<file path="src/rtl/uart_pkg.sv">
// Shared types and helpers for the byte-level UART transmitter.
package uart_pkg;

    typedef enum logic [1:0] {IDLE, START, DATA, STOP} uart_tx_state_e;

    localparam int unsigned UART_DATA_BITS = 8;

    // Rounded clocks-per-bit divider.
    function automatic int unsigned calc_div(input int unsigned clk_hz, input int unsigned baud);
        return (clk_hz + baud / 2) / baud;
    endfunction

endpackage

</file>
<file path="src/rtl/uart_tx_fifo.sv">
// Small synchronous FIFO holding bytes waiting for the transmitter; head is read combinationally.
module uart_tx_fifo #(
    parameter int unsigned FIFO_AW = 3,
    parameter int unsigned WIDTH   = 8
) (
    input  logic             clk,
    input  logic             rst_n,
    input  logic             push,
    input  logic [WIDTH-1:0] din,
    input  logic             pop,
    output logic [WIDTH-1:0] dout,
    output logic             full,
    output logic             empty
);

    localparam int unsigned DEPTH = 2 ** FIFO_AW;

    logic [WIDTH-1:0]   mem_q [DEPTH];
    logic [FIFO_AW-1:0] wr_ptr_q;
    logic [FIFO_AW-1:0] rd_ptr_q;
    logic [FIFO_AW:0]   count_q;
    logic               do_push;
    logic               do_pop;

    assign full    = (count_q == (FIFO_AW + 1)'(DEPTH));
    assign empty   = (count_q == '0);
    assign do_push = push && !full;
    assign do_pop  = pop && !empty;
    assign dout    = mem_q[rd_ptr_q];

    always_ff @(posedge clk) begin
        if (do_push) begin
            mem_q[wr_ptr_q] <= din;
        end
    end

    always_ff @(posedge clk or negedge rst_n) begin
        if (!rst_n) begin
            wr_ptr_q <= '0;
            rd_ptr_q <= '0;
            count_q  <= '0;
        end else begin
            if (do_push) begin
                wr_ptr_q <= wr_ptr_q + FIFO_AW'(1);
            end
            if (do_pop) begin
                rd_ptr_q <= rd_ptr_q + FIFO_AW'(1);
            end
            if (do_push && !do_pop) begin
                count_q <= count_q + (FIFO_AW + 1)'(1);
            end else if (do_pop && !do_push) begin
                count_q <= count_q - (FIFO_AW + 1)'(1);
            end
        end
    end

endmodule

</file>
<file path="src/rtl/uart_byte_tx.sv">
// 8N1 (or 8N2) UART transmitter with valid/ready byte input and registered serial output.
// Define UART_TX_FIFO_EN to queue bytes in a uart_tx_fifo instead of a single holding register.
module uart_byte_tx
    import uart_pkg::*;
#(
    parameter int unsigned CLK_HZ    = 27_000_000,
    parameter int unsigned BAUD      = 115_200,
    parameter int unsigned STOP_BITS = 1,
    parameter int unsigned FIFO_AW   = 3
) (
    input  logic                      clk,
    input  logic                      rst_n,
    input  logic [UART_DATA_BITS-1:0] tx_data,
    input  logic                      tx_valid,
    output logic                      tx_ready,
    output logic                      uart_tx,
    output logic                      busy
);

    localparam int unsigned DIV      = calc_div(CLK_HZ, BAUD);
    localparam int unsigned STOP_CYC = STOP_BITS * DIV;
    localparam int unsigned CNT_W    = (STOP_CYC > 2) ? $clog2(STOP_CYC) : 1;

    localparam logic [CNT_W-1:0] DIV_LAST  = CNT_W'(DIV - 1);
    localparam logic [CNT_W-1:0] STOP_LAST = CNT_W'(STOP_CYC - 1);
    localparam logic [2:0]       BIT_LAST  = 3'(UART_DATA_BITS - 1);

    if (STOP_BITS != 1 && STOP_BITS != 2) begin : g_bad_stop_bits
        $error("uart_byte_tx: STOP_BITS must be 1 or 2");
    end
    if (DIV < 2) begin : g_bad_div
        $error("uart_byte_tx: CLK_HZ/BAUD divider must be at least 2");
    end
    if (FIFO_AW < 1) begin : g_bad_fifo_aw
        $error("uart_byte_tx: FIFO_AW must be at least 1");
    end

    logic                      q_push;
    logic                      q_pop;
    logic                      q_full;
    logic                      q_empty;
    logic [UART_DATA_BITS-1:0] q_dout;

    uart_tx_state_e            state_q;
    logic [CNT_W-1:0]          cnt_q;
    logic [2:0]                bit_idx_q;
    logic [UART_DATA_BITS-1:0] shift_q;
    logic                      uart_tx_q;
    logic                      stop_last;

    assign tx_ready = !q_full;
    assign q_push   = tx_valid && !q_full;

`ifdef UART_TX_FIFO_EN
    uart_tx_fifo #(
        .FIFO_AW (FIFO_AW),
        .WIDTH   (UART_DATA_BITS)
    ) u_fifo (
        .clk   (clk),
        .rst_n (rst_n),
        .push  (q_push),
        .din   (tx_data),
        .pop   (q_pop),
        .dout  (q_dout),
        .full  (q_full),
        .empty (q_empty)
    );
`else
    logic [UART_DATA_BITS-1:0] hold_q;
    logic                      hold_full_q;

    // Push needs !full and pop needs full, so the two never coincide.
    always_ff @(posedge clk or negedge rst_n) begin
        if (!rst_n) begin
            hold_q      <= '0;
            hold_full_q <= 1'b0;
        end else if (q_push) begin
            hold_q      <= tx_data;
            hold_full_q <= 1'b1;
        end else if (q_pop) begin
            hold_full_q <= 1'b0;
        end
    end

    assign q_dout  = hold_q;
    assign q_full  = hold_full_q;
    assign q_empty = !hold_full_q;
`endif

    always_comb begin
        stop_last = (state_q == STOP) && (cnt_q == STOP_LAST);
        q_pop     = !q_empty && ((state_q == IDLE) || stop_last);
    end

    // The line register follows state one clock behind, giving accept -> pop -> drive.
    always_ff @(posedge clk or negedge rst_n) begin
        if (!rst_n) begin
            state_q   <= IDLE;
            cnt_q     <= '0;
            bit_idx_q <= '0;
            shift_q   <= '0;
            uart_tx_q <= 1'b1;
        end else begin
            unique case (state_q)
                START:   uart_tx_q <= 1'b0;
                DATA:    uart_tx_q <= shift_q[0];
                default: uart_tx_q <= 1'b1;
            endcase

            unique case (state_q)
                IDLE: begin
                    if (q_pop) begin
                        shift_q   <= q_dout;
                        bit_idx_q <= '0;
                        cnt_q     <= '0;
                        state_q   <= START;
                    end
                end
                START: begin
                    if (cnt_q == DIV_LAST) begin
                        cnt_q   <= '0;
                        state_q <= DATA;
                    end else begin
                        cnt_q <= cnt_q + CNT_W'(1);
                    end
                end
                DATA: begin
                    if (cnt_q == DIV_LAST) begin
                        cnt_q     <= '0;
                        shift_q   <= shift_q >> 1;
                        bit_idx_q <= bit_idx_q + 3'd1;
                        if (bit_idx_q == BIT_LAST) begin
                            state_q <= STOP;
                        end
                    end else begin
                        cnt_q <= cnt_q + CNT_W'(1);
                    end
                end
                STOP: begin
                    if (stop_last) begin
                        cnt_q <= '0;
                        if (q_pop) begin
                            shift_q   <= q_dout;
                            bit_idx_q <= '0;
                            state_q   <= START;
                        end else begin
                            state_q <= IDLE;
                        end
                    end else begin
                        cnt_q <= cnt_q + CNT_W'(1);
                    end
                end
            endcase
        end
    end

    assign uart_tx = uart_tx_q;
    assign busy    = (state_q != IDLE) || !q_empty;

endmodule
</file>
<file path="config.mk">
export PLATFORM = sky130hd
export DESIGN_NAME = uart_byte_tx
export DESIGN_NICKNAME = d
export VERILOG_FILES = /design/src/rtl/uart_pkg.sv /design/src/rtl/uart_tx_fifo.sv /design/src/rtl/uart_byte_tx.sv
export SDC_FILE = /design/constraint.sdc
export NUM_CORES = 1
export LEC_CHECK = 0
export CAP_MARGIN = 40
export CORE_AREA = 8 8 72 74
export CTS_BUF_LIST = sky130_fd_sc_hd__clkbuf_8
export CTS_CLUSTER_DIAMETER = 100
export DETAILED_ROUTE_END_ITERATION = 16
export DIE_AREA = 0 0 80 82
export SLEW_MARGIN = 20
export SYNTH_ARGS = -nofsm -noshare
export SYNTH_HDL_FRONTEND = slang
export SYNTH_SLANG_ARGS = --single-unit
export TNS_END_PERCENT = 10
</file>
<file path="constraint.sdc">
create_clock -name clk -period 2.03 [get_ports clk]
set_clock_uncertainty 0.2 [all_clocks]
set_input_delay 0.3045 -clock clk [delete_from_list [all_inputs] [get_ports clk]]
set_output_delay 0.3045 -clock clk [all_outputs]
set_load 0.01 [all_outputs]
</file>
Word level (Yosys, flattened, before mapping)
Index checks and enable logic that the tools add are counted.

operators by class
  add/subtract/negate cells = 2
  equality and inequality tests = 10
  multiplexer cells = 22
  reductions and logical operators = 13

operators with widths
  kind                 number
  $mux 8               6
  $pmux 8 s3           2
  $mux 2               5
  $ne 2x2->1 const B   5
  $mux 3               3
  $pmux 3 s3           1
  $add 8x1->8 const B  1
  $eq 8x8->1 const B   1
  $pmux 2 s4           1
  $reduce_and 5->1     1
  $eq 2x2->1 const B   2
  $reduce_bool 2->1    2
  $add 3x1->3 const B  1
  $eq 3x3->1 const B   1
  $logic_and 1x1->1    3
  $mux 1               3
  $reduce_and 3->1     1
  $reduce_bool 3->1    1
  $eq 2x1->1 const B   1
  $logic_not 2->1      1
  $logic_or 1x1->1     2
  $pmux 1 s2           1
  $reduce_or 2->1      1
  $logic_not 1->1      1

storage, ports and cells
  bits in registers = 31
  bits of input ports = 11
  logic and storage cells = 54

Logic depth before layout (Yosys ltp)
Gate-level depths: netlist of run 1.

  depth after elaboration = 7
  gate-level depth with buffers = 8

Least setup slack after synthesis of run 1
Ideal clock, no wire load.

  kind = reg2reg
  from = register state_q[0]
  to = register bit_idx_q[0]
  arrival = 1.576 ns
  data required time = 1.705 ns
  setup slack = 0.130 ns
  stages on the path, launching flop included = 6
  buffers on the path = 0
  period minus slack after synthesis = 1.900 ns
  cells stage by stage = dfrtp_1 ha_1 nand4bb_1 o32ai_4 o21ai_2 mux2_2

between the ends
  word-level cells in the longest chain between the ends = 7
  elaborated cells on any way between the ends = 13

RTL lines
  element                 RTL line                                 RTL
  from (decl)             uart_byte_tx.sv:44                       uart_tx_state_e state_q;
  from (signal assigned)  uart_byte_tx.sv:98                       state_q <= IDLE;
  from (signal assigned)  uart_byte_tx.sv:116                      state_q <= START;
  from (signal assigned)  uart_byte_tx.sv:122                      state_q <= DATA;
  $eq 2x2->1              uart_byte_tx.sv:91, uart_byte_tx.sv:110
  $logic_and 1x1->1       uart_byte_tx.sv:91                       stop_last = (state_q == STOP) && (cnt_q == STOP_LAST);
  $logic_or 1x1->1        uart_byte_tx.sv:92                       q_pop = !q_empty && ((state_q == IDLE) || stop_last);
  $logic_and 1x1->1       uart_byte_tx.sv:92
  $mux 3 (2 in series)    --
  $pmux 3 s3              uart_byte_tx.sv:110                      unique case (state_q)
  to (signal assigned)    uart_byte_tx.sv:131                      bit_idx_q <= bit_idx_q + 3'd1;
  to (decl)               uart_byte_tx.sv:46                       logic [2:0] bit_idx_q;

Parallel ways exist; a longest one is shown, timed or not. The select of a mux whose other input is x is not followed.
A chain may end at the register's enable or synchronous reset.

Worst setup path after layout of run 1
  from = register state_q[1]
  to = output busy

between the ends
  word-level cells in the longest chain between the ends = 2

RTL lines
  element            RTL line             RTL
  $reduce_bool 2->1  uart_byte_tx.sv:158  assign busy = (state_q != IDLE) || !q_empty;
  $logic_or 1x1->1   uart_byte_tx.sv:158
  to (decl)          uart_byte_tx.sv:17   output logic busy

No other way between the ends.

==> results of run 1 <==
-- power groups by stage --
stage / Sequential [mW] / Clock (mW) / Combinational, mW
after detailed placement: 1.04 / 0 / 1.60
after CTS: 1.02 / 0.642 / 1.63
after global placement: 1.02 / 0 / 1.54
after floorplan: 0.993 / 0 / 1.15
final: 1.03 / 0.623 / 1.66
after global routing: 1.05 / 0.681 / 1.82
-- logic make-up after synthesis --
group,share of synthesized area
simple gates,0.208
compound gates,0.175
flops,0.447
buf+inv,0.0367
mux,0.0640
fa+ha+maj,0.0647
xor+xnor,0.00504
-- critical path, cell delays in order (launching register included) --
cell and delay [ps]:
dfrtp_1 410, inv_2 100, ha_2 180, inv_1 60
nor2_2 120, inv_1 70, clkdlybuf4s15_1 230
-- repair_timing --
item	in CTS	in global routing
setup buffers	1	2
setup endpoints to repair	1	3
gates resized for setup	4	4
-- state kept, by name, indices dropped and copies added (netlist names) --
| register | count |
|---|---|
| cnt_q | 8 |
| hold_q | 8 |
| shift_q | 8 |
| bit_idx_q | 3 |
| state_q | 2 |
| hold_full_q | 1 |
| uart_tx | 1 |
-- metrics by stage --
stage / area (um2) / hold WS [ps] / utilization / power, mW / instances
final: 2140 / 214 / 0.517 / 3.31 / 241
after global routing: 2140 / 253 / 0.517 / 3.55 / 241
after CTS: 2120 / 234 / 0.512 / 3.30 / 239
after detailed placement: 1990 / 290 / 0.481 / 2.64 / 230
after global placement: 1990 / 276 / 0.481 / 2.57 / 230
after floorplan: 1740 / -191 / - / 2.14 / 157
-- worst paths after layout --
path / start / to / slack, ps / cells past startpoint
max: state_q[1] / busy / 80 / 6
min in group clk: shift_q[6] / shift_q[5] / 300 / 2
max reg2reg: state_q[1] / shift_q[2] / 90 / 6
max in group asynchronous: rst_n / state_q[0] / 1090 / 2
min reg2reg: shift_q[6] / shift_q[5] / 300 / 2
min: rst_n / cnt_q[7] / 210 / 2
-- synth_stat cells (3+ instances only) --
cell / number / area share
and3_1: 3 / 0.011
o21ai_0: 6 / 0.017
ha_1: 9 / 0.065
nor2_1: 3 / 0.0065
nand2_1: 15 / 0.032
mux2_2: 9 / 0.058
nand3_1: 11 / 0.032
nand4_1: 9 / 0.032
nor2b_1: 9 / 0.032
dfrtp_1: 30 / 0.43
a22o_1: 3 / 0.015
inv_1: 7 / 0.015
a22oi_1: 7 / 0.030
-- final cells by class --
cell class | count | area, um2
fillers | 374 | 2000
multi-input cells | 114 | 906
flip-flops and latches | 31 | 778
repair buffers | 29 | 250
clock buffers | 6 | 82.6
well taps | 52 | 65.1
clock inverters | 2 | 35.0
inverters | 7 | 26.3
-- metal layers --
metal	vias to the layer above	GRT usage	part of all wire
li1	645	-	-
met5	-	0	0
met2	22	0.200	0.50
met4	0	0.0545	0.0064
met1	634	0.137	0.45
met3	2	0.0394	0.036
==> flow_summary.yaml, run 1 <==
status:
  status: "completed"
clock_tree:
  cts-hold-fix-buffers: 0
  root_buffer: "clkbuf_8"
  cts.htree.levels: 2
  cts_buffer_depth: 2
  numCtsBuffers: 5
  clk_latency_ps: 280
  cts_tree: "done"
  path_clk_slew_ps: 60
  cts_sinks: 31
logic_synthesis:
  ys_warn_count: 0
  yosys_register_bits: 31
  synth-main-ff-cell: "dfrtp_1"
  synth-edff-count: 0
  synthDistinctLibCells: 44
  synth_nets: 177
  netlist_area_um2: 1740
  avgSynthCellArea_um2: 11.1
  yosysSeqAreaShare: 0.447
  syn-instance-count: 157
  async_reset_ff_frac: 1.00
job:
  drv_cap: 0
worst_setup_path:
  critPathKind: "reg -> out"
  worst_setup_path_end_kind: "output pin"
  worst_ep_arrival_time_ps: 1440
  cp.required_ps: 1530
  start_kind: "flip-flop"
  worstPathMaxFanout: 5
worst_hold_path:
  hold_class: "in -> async"
floorplanning:
  top_level_ports: 14
  start_util: 0.420
  core_area_um2: 4140
  chipWidth_um: 80
  dieArea_um2: 6560
  dieHeight_um: 82
  core.rowCount: 24
power:
  vdd_drop_max_v: 0.000605
  p_int_mw: 2.08
  p_sw_mw: 1.24
  clkPwrFrac: 0.188
  pwr-share-comb: 0.502
  leakage_nw: 0.980
  power-per-cell-area_nw_per_um2: 1550
  switching_share: 0.373
  power_frac_seq: 0.310
sta:
  finalHoldViolCount: 0
  setup_ws_ps: 84.5
  fmax_ghz: 0.514
  relSlewSlack: 0.731
  final-max-slew-violation-count: 0
  rsz0062_at_grt: "no"
  fin_crit_ps: 1950
  finalSetupViolCount: 0
  fin_crit_sh: 0.958
  tightest_slew_ps: 402
  tns_ps: 0
global_route:
  grt_pass1_vias: 1378
  grt_pass1_wl_mm: 6.22
  grt_antenna_before_repair: 0
  overflow: 0
  grt_max_degree: 32
  track_usage: 0.120
routing:
  wl_per_cell_um: 15.0
  ant_nets: 0
  vias: 1303
  via_per_inst: 5.41
  drc: 0
  drt-total-wl_mm: 3.62
  drtIter0Drc: 52
  drt_first_pass_iters: 4
placed_design:
  dp_hpwl_mm: 2.69
  port_buffers: 13
  gp_congestion: 0.823
  dp_slack_ps: 5.39
finish:
  antennaDiodeCount: 0
  syn2layout_area_growth_pct: 23.2
  layout-drive-gt1-share: 0.280
  final_cell_mix: "dfrtp_1, buf_4, nand2_1"
  final_nets: 208
  layout_commonest_cell: "dfrtp_1"
Note: power is estimated with default switching activity, not from simulation.
==> inputs of run 2 (changes only) <==
--- a/config.mk
+++ b/config.mk
@@ -11,6 +11,8 @@
 export CTS_CLUSTER_DIAMETER = 100
 export DETAILED_ROUTE_END_ITERATION = 16
 export DIE_AREA = 0 0 80 82
+export DONT_BUFFER_PORTS = 1
+export MAX_ROUTING_LAYER = met4
 export SLEW_MARGIN = 20
 export SYNTH_ARGS = -nofsm -noshare
 export SYNTH_HDL_FRONTEND = slang
==> run 2 against run 1 <==
Effect of this change:
- die area unchanged
- flip-flop and latch count did not move
- combinational power is 7% lower
- via count shrank 0.77%
- largest power group unchanged
- clock power shrank 20%
==> flow_summary.yaml, run 2 (same netlist as run 1, synthesis figures left out) <==
global_route:
  grt_antenna_before_repair: 0
  grt_pass1_vias: 1406
  grt_max_degree: 32
  track_usage: 0.126
  overflow: 0
  grt_pass1_wl_mm: 6.36
power:
  pwr-share-comb: 0.499
  vdd_drop_max_v: 0.000632
  p_int_mw: 1.88
  p_sw_mw: 1.20
  power_frac_seq: 0.339
  switching_share: 0.390
  leakage_nw: 0.957
  power-per-cell-area_nw_per_um2: 1480
  clkPwrFrac: 0.162
floorplanning:
  core.rowCount: 24
  top_level_ports: 14
  dieHeight_um: 82
  chipWidth_um: 80
  dieArea_um2: 6560
  start_util: 0.420
  core_area_um2: 4140
finish:
  layout_commonest_cell: "dfrtp_1"
  nFillCells: 383
  final_cell_mix: "dfrtp_1, nand2_1, buf_4"
  layout-drive-gt1-share: 0.272
  fin_area_um2: 2080
  seq_area_um2: 778
  reg_top3: "cnt_q x8, hold_q x8, shift_q x8"
  multi_input_area_um2: 906
  syn2layout_area_growth_pct: 19.9
  antennaDiodeCount: 0
  final_cell_count_no_fill: 236
  final_nets: 203
worst_setup_path:
  worst_setup_path_end_kind: "output pin"
  critPathKind: "reg -> out"
  cp.required_ps: 1530
  start_kind: "flip-flop"
  cp_common_cell: "inv_1"
  critPathBufInv: 4
  crit_family: "flip-flops"
  worst_ep_arrival_time_ps: 1460
  critPathMaxStageDelay_ps: 440
  critPathSlowestCell: "dfrtp_2"
  cp_cell_sequence: "inv_1 > ha_2 > inv_2 > nor2_2 > inv_1 > buf_4"
  worstPathMaxFanout: 6
clock_tree:
  cts_tree: "done"
  numCtsBuffers: 5
  clk_latency_ps: 280
  cts.htree.levels: 2
  cts_sinks: 31
  root_buffer: "clkbuf_8"
  cts_buffer_depth: 2
  path_clk_slew_ps: 70
sta:
  fin_crit_ps: 1960
  final-max-slew-violation-count: 0
  finalHoldViolCount: 0
  setup_ws_ps: 66.0
  tightest_slew_ps: 387
  finalSetupViolCount: 0
  hold_slack_ps: 253
  fin_crit_sh: 0.968
  fmax_ghz: 0.509
  relSlewSlack: 0.741
routing:
  wl_per_cell_um: 15.3
  ant_nets: 0
  via_per_inst: 5.48
  drc: 0
  vias: 1293
  drtIter0Drc: 45
  drt_first_pass_iters: 4
  drt-total-wl_mm: 3.62
job:
  drv_cap: 0
placed_design:
  dp_slack_ps: 47.1
  dp_cells: 216
  placed_area_um2: 1860
  gp_congestion: 0.858
  dp_hpwl_mm: 2.64
  port_buffers: 0
status:
  status: "completed"
worst_hold_path:
  hold_class: "in -> async"
## run 2: cell count changes in the layout (fill, tap and decap cells not counted)
cell	delta
dlygate4sd3_1	+10
clkdlybuf4s15_1	-1
clkdlybuf4s50_1	-12
buf_4	-3
buf_12	+1
bufinv_16	-1
inv_1	+1
## run 2: layout make-up
| class | instances | share of cell area |
|---|---|---|
| clock inverter | 2 | 0.00420 |
| inverter | 7 | 0.0126 |
| clock buffer | 6 | 0.0396 |
| timing repair buffer | 24 | 0.104 |
| sequential | 31 | 0.373 |
| multi-input combinational | 114 | 0.435 |
| tap | 52 | 0.0312 |
## run 2: worst paths after layout
kind | start | endpoint | slack (ps) | cells after the start
setup / recovery | state_q[0] | busy | 70 | 6
hold / removal | rst_n | cnt_q[3] | 250 | 2
setup reg to reg | state_q[0] | shift_q[5] | 120 | 5
hold reg to reg | bit_idx_q[2] | bit_idx_q[2] | 310 | 1
max in group asynchronous | rst_n | uart_tx | 1140 | 2
min in group clk | tx_valid | hold_q[0] | 280 | 3
## run 2: per-stage QoR
step,TNS [ps],power (mW),utilization
finish,0,3.08,0.503
global route,-11.8,3.36,0.503
CTS,0,3.08,0.500
detailed placement,0,2.53,0.448
global placement,0,2.46,0.448
floorplan,0,2.14,-
## run 2: layer usage
metal | global-route usage | up-vias | share of wire
li1 | - | 627 | -
met1 | 0.144 | 630 | 0.45
met2 | 0.206 | 28 | 0.49
met3 | 0.0405 | 8 | 0.040
met4 | 0.0382 | 0 | 0.018
met5 | - | - | 0
## run 2: worst register-to-register path, cell delays in order, from the launching register on
cell     delay [ps]
dfrtp_2         410
inv_1            90
ha_1            300
o32a_2          480
a22oi_1         210
nand3_1         100
## run 2: power groups by stage
stage                     combinational [mW]  clock (mW)  sequential [mW]
final                                   1.54       0.498             1.04
after global routing                    1.73       0.546             1.08
after CTS                               1.52       0.515             1.04
after detailed placement                1.48           0             1.05
after global placement                  1.43           0             1.03
after floorplan                         1.15           0            0.993
## run 2: timing repair
action | CTS | global route
pin swaps | 0 | 0
hold endpoints to repair | 40 | 0
setup buffers | 0 | 1
gates resized for setup | 3 | 3
setup endpoints to repair | 1 | 10
hold buffers | 11 | 0
